**config.mk**
```make
export PLATFORM = sky130hd
export DESIGN_NAME = delay_line_uart_tx
export DESIGN_NICKNAME = d
export VERILOG_FILES = /design/src/rtl/delay_line_uart_tx.sv
export SDC_FILE = /design/constraint.sdc
export NUM_CORES = 1
export LEC_CHECK = 0
export BUFFER_PORTS_ARGS = -buffer_cell sky130_fd_sc_hd__buf_2
export CORE_MARGIN = 2
export CORE_UTILIZATION = 57
export CTS_BUF_LIST = sky130_fd_sc_hd__clkbuf_8
export DETAILED_ROUTE_END_ITERATION = 6
export PLACE_DENSITY = 0.76
export REMOVE_ABC_BUFFERS = 1
export SLEW_MARGIN = 10
export SYNTH_ARGS = -nofsm -noshare
export SYNTH_HDL_FRONTEND = slang
export SYNTH_SLANG_ARGS = --single-unit
```
**constraint.sdc**
```tcl
create_clock -name clk -period 3.5 [get_ports clk]
set_clock_uncertainty 0.2 [all_clocks]
set_input_delay 0.7 -clock clk [delete_from_list [all_inputs] [get_ports clk]]
set_output_delay 0.7 -clock clk [all_outputs]
set_load 0.005 [all_outputs]
```
**src/rtl/delay_line_uart_tx.sv**
```systemverilog
// Serial result transmitter: sends one 16-bit measurement word as two
// back-to-back UART 8N1 frames (low byte first) behind a valid/ready handshake.
module delay_line_uart_tx #(
  parameter int unsigned CLKS_PER_BIT = 16
) (
  input  logic        clk,
  input  logic        rst_n,
  input  logic [15:0] i_data,
  input  logic        i_valid,
  output logic        o_ready,
  output logic        o_tx,
  output logic        o_busy
);

  localparam int unsigned CW = $clog2(CLKS_PER_BIT);
  localparam logic [CW-1:0] CNT_LAST = CW'(CLKS_PER_BIT - 1);

  typedef enum logic [1:0] {IDLE, START, DATA, STOP} state_e;

  state_e         state_q, state_d;
  logic           byte_q, byte_d;
  logic [2:0]     bit_q, bit_d;
  logic [CW-1:0]  cnt_q, cnt_d;
  logic [15:0]    shreg_q, shreg_d;
  logic           tx_q, tx_d;
  logic           cnt_done;

  assign cnt_done = (cnt_q == CNT_LAST);

  always_ff @(posedge clk or negedge rst_n) begin
    if (!rst_n) begin
      state_q <= IDLE;
      byte_q  <= 1'b0;
      bit_q   <= '0;
      cnt_q   <= '0;
      shreg_q <= '0;
      tx_q    <= 1'b1;
    end else begin
      state_q <= state_d;
      byte_q  <= byte_d;
      bit_q   <= bit_d;
      cnt_q   <= cnt_d;
      shreg_q <= shreg_d;
      tx_q    <= tx_d;
    end
  end

  // The line value for the next bit period is loaded on the same edge that
  // ends the current one, so o_tx stays a pure flop output. Each completed
  // data bit shifts the word right; after eight shifts the high byte sits in
  // shreg_q[7:0] ready for the second frame.
  always_comb begin
    state_d = state_q;
    byte_d  = byte_q;
    bit_d   = bit_q;
    cnt_d   = cnt_q;
    shreg_d = shreg_q;
    tx_d    = tx_q;
    unique case (state_q)
      IDLE: begin
        if (i_valid) begin
          state_d = START;
          byte_d  = 1'b0;
          bit_d   = '0;
          cnt_d   = '0;
          shreg_d = i_data;
          tx_d    = 1'b0;
        end
      end
      START: begin
        if (cnt_done) begin
          state_d = DATA;
          bit_d   = '0;
          cnt_d   = '0;
          tx_d    = shreg_q[0];
        end else begin
          cnt_d = cnt_q + CW'(1);
        end
      end
      DATA: begin
        if (cnt_done) begin
          cnt_d   = '0;
          shreg_d = {1'b0, shreg_q[15:1]};
          if (bit_q == 3'd7) begin
            state_d = STOP;
            tx_d    = 1'b1;
          end else begin
            bit_d = bit_q + 3'd1;
            tx_d  = shreg_q[1];
          end
        end else begin
          cnt_d = cnt_q + CW'(1);
        end
      end
      STOP: begin
        if (cnt_done) begin
          cnt_d = '0;
          if (!byte_q) begin
            state_d = START;
            byte_d  = 1'b1;
            tx_d    = 1'b0;
          end else begin
            state_d = IDLE;
            tx_d    = 1'b1;
          end
        end else begin
          cnt_d = cnt_q + CW'(1);
        end
      end
      default: state_d = IDLE;
    endcase
  end

  assign o_ready = (state_q == IDLE);
  assign o_busy  = ~o_ready;
  assign o_tx    = tx_q;

endmodule

```
==> impl_metrics.env <==
export IMPL_cts_setup_buffers=0
export IMPL_synth_flop_cell="dfrtp_1"
export IMPL_tns_ns=0
export IMPL_synth_most_common_cell="dfrtp_1"
export IMPL_grtUsageTotal=0.198
export IMPL_grt_antenna_before_repair=0
export IMPL_worstReg2RegStart="state_q[0]$_DFFE_PN0P_"
export IMPL_hold_slack_ns=0.217
export IMPL_powerDensity_mw_per_mm2=925
export IMPL_diodes=0
export IMPL_synth_cell_types=33
export IMPL_avgSynthCellArea_sq_um=10.4
export IMPL_crit_required_ns=3.47
export IMPL_slew_headroom=0.568
export IMPL_grt_ovfl_total=0
export IMPL_crit_type="flip-flop to flip-flop"
export IMPL_hold_buffers=0
export IMPL_die_h_um=55.9
export IMPL_crit_reg2reg_capture="shreg_q[10]$_DFFE_PN0P_"
export IMPL_min_period_ns=2.33
export IMPL_worst_slack_ns=1.17
export IMPL_cts_buffers=3
export IMPL_cp_data_arrival_time_ns=2.30
export IMPL_dp_hpwl_um=2090
export IMPL_layout_nets=196
export IMPL_route_vias_total=1135
export IMPL_drc=0
export IMPL_cts_tree="done"
export IMPL_ys_seq_area_frac=0.440
export IMPL_yosysTopAreaCell="dfrtp_1"
export IMPL_place_gp_congestion=0.829
export IMPL_grt_pass1_wl_um=4950
export IMPL_totalWireLength_um=2810
export IMPL_rows=18
export IMPL_tightest_slew_ns=0.646
export IMPL_die_area_sq_mm=0.00313
export IMPL_syn_area_sq_mm=0.00154
export IMPL_synth_cells=148
export IMPL_drive_gt1_frac=0.280
export IMPL_h_tree_depth=1
export IMPL_portBuffers=21
export IMPL_synth_edf_count=0
export IMPL_p_leak_nw=0.782
export IMPL_cts_sinks=27
export IMPL_root_buffer="clkbuf_8"
export IMPL_ctsResizeCount=0
export IMPL_rsz0062_at_grt="false"
export IMPL_async_flop_share=1.00
export IMPL_grt_pass1_vias=1095
export IMPL_cts_path_max_buffers=2
export IMPL_insertion_delay_ns=0.28
export IMPL_synth_top_area_frac=0.423
export IMPL_reg2reg_depth=7
export IMPL_stdcell_area_sq_mm=0.00171
export IMPL_clkTransAtPathRegs_ns=0.10
export IMPL_hold_violations=0
export IMPL_setup_viol=0
export IMPL_start_util=0.610
export IMPL_finalCritPeriodShare=0.666
export IMPL_first_iter_violations=35
export IMPL_synth_warnings=0
export IMPL_synthTopCellsByArea="dfrtp_1 42%, mux2i_1 9.8%, a21oi_2 8.5%"
export IMPL_ys_ff_latch=27
export IMPL_critPathCaptureType="flip-flop"
export IMPL_cap_violations=0
export IMPL_slew_viol_final=0
export IMPL_routedWlPerCell_um=14.2
export IMPL_coreArea_sq_mm=0.00252
export IMPL_syn_to_final_growth_pct=11.0
export IMPL_timing_fmax_mhz=429
export IMPL_first_pass_iters=5
export IMPL_ant_nets=0
export IMPL_io_pins=22
export IMPL_pre_cts_ws_ns=1.18
export IMPL_dpl_cell_area_sq_mm=0.00166
export IMPL_die_w_um=55.9
export IMPL_irDropWorstVdd_mv=0.595
export IMPL_path_max_fanout=20
export IMPL_grt_max_degree=30
export IMPL_avgViaCountPerCell=5.73
export IMPL_status="completed"
export IMPL_crit_path_start_kind="flip-flop"
export IMPL_rrSetupSlack_ns=1.17
export IMPL_synth_common_cells="26 x dfrtp_1, 20 x nor2_1, 15 x a21oi_2, 15 x mux2i_1"
export IMPL_holdCritPathClass="primary input to async pin"
-- sequential cells by signal, indices dropped and copies added (netlist names) --
signal and count:
bit_q 3, shreg_q 16, o_tx 1, cnt_q 4, byte_q 1, state_q 2
-- cells by family after synthesis --
kind of cell	count (synthesis)	synth area share
and+or+nand+nor	44	0.139
AOI/OAI and AO/OA	40	0.199
DFF	27	0.440
muxes	17	0.112
buffers and inverters	12	0.0448
adders and majority gates	8	0.0651
-- power breakdown --
part / total (mW) / internal [mW] / switching [mW] / leakage [nW]
Clock: 0.181 / 0.0809 / 0.101 / 0.0217
Combinational: 0.852 / 0.373 / 0.479 / 0.442
Sequential: 0.545 / 0.450 / 0.0949 / 0.318
-- cell usage in the layout (no fill, tap or decap), types with 2 or more instances in the layout --
master and count:
ha_1 8, inv_1 5, nand2_1 8, nor3_1 2
clkbuf_8 3, nand3b_1 2, mux2i_1 15, and3_1 3
a21o_1 4, nand3_1 4, nor2_1 20, dfrtp_1 26
a21oi_1 5, mux2_2 2, buf_2 21, o21ai_0 7
a21oi_2 15
-- critical path: stages, from the launching register on --
cell	delay (ns)
dfrtp_1	0.44
inv_1	0.13
ha_1	0.31
nor2b_1	0.58
a211oi_4	0.18
buf_12	0.22
nor2_1	0.13
a21oi_2	0.05
-- routing by layer --
layer,global-route usage,vias to the layer above,part of all wire
li1,-,565,-
met1,0.274,534,0.49
met2,0.330,31,0.47
met3,0.0209,5,0.035
met4,0.0612,0,0.011
met5,0,-,0
-- worst max-delay path by stage --
stage                                start                      end  slack [ns]  depth (start not counted)
global placement    state_q[0]$_DFFE_PN0P_   shreg_q[5]$_DFFE_PN0P_        1.29                          7
global route        state_q[0]$_DFFE_PN0P_  shreg_q[14]$_DFFE_PN0P_        1.02                          7
floorplan           state_q[0]$_DFFE_PN0P_   shreg_q[0]$_DFFE_PN0P_        0.44                          6
detailed placement  state_q[0]$_DFFE_PN0P_  shreg_q[10]$_DFFE_PN0P_        1.18                          7
finish              state_q[0]$_DFFE_PN0P_  shreg_q[10]$_DFFE_PN0P_        1.17                          7
CTS                 state_q[0]$_DFFE_PN0P_  shreg_q[10]$_DFFE_PN0P_        1.17                          7
-- metrics by stage --
step | instances | power (mW) | utilization
global route | 198 | 1.71 | 0.677
finish | 198 | 1.58 | 0.677
detailed placement | 194 | 1.41 | 0.657
floorplan | 141 | 1.20 | -
global placement | 194 | 1.36 | 0.657
CTS | 198 | 1.59 | 0.677
-- area by class of cell --
class	count	area, sq um
Clock buffer	3	41.3
Clock inverter	1	7.51
Fill cell	206	816
Inverter	5	18.8
Multi-Input combinational cell	109	792
Sequential cell	27	677
Tap cell	30	37.5
Timing Repair Buffer	23	133
Note: power is estimated with default switching activity, not from simulation.
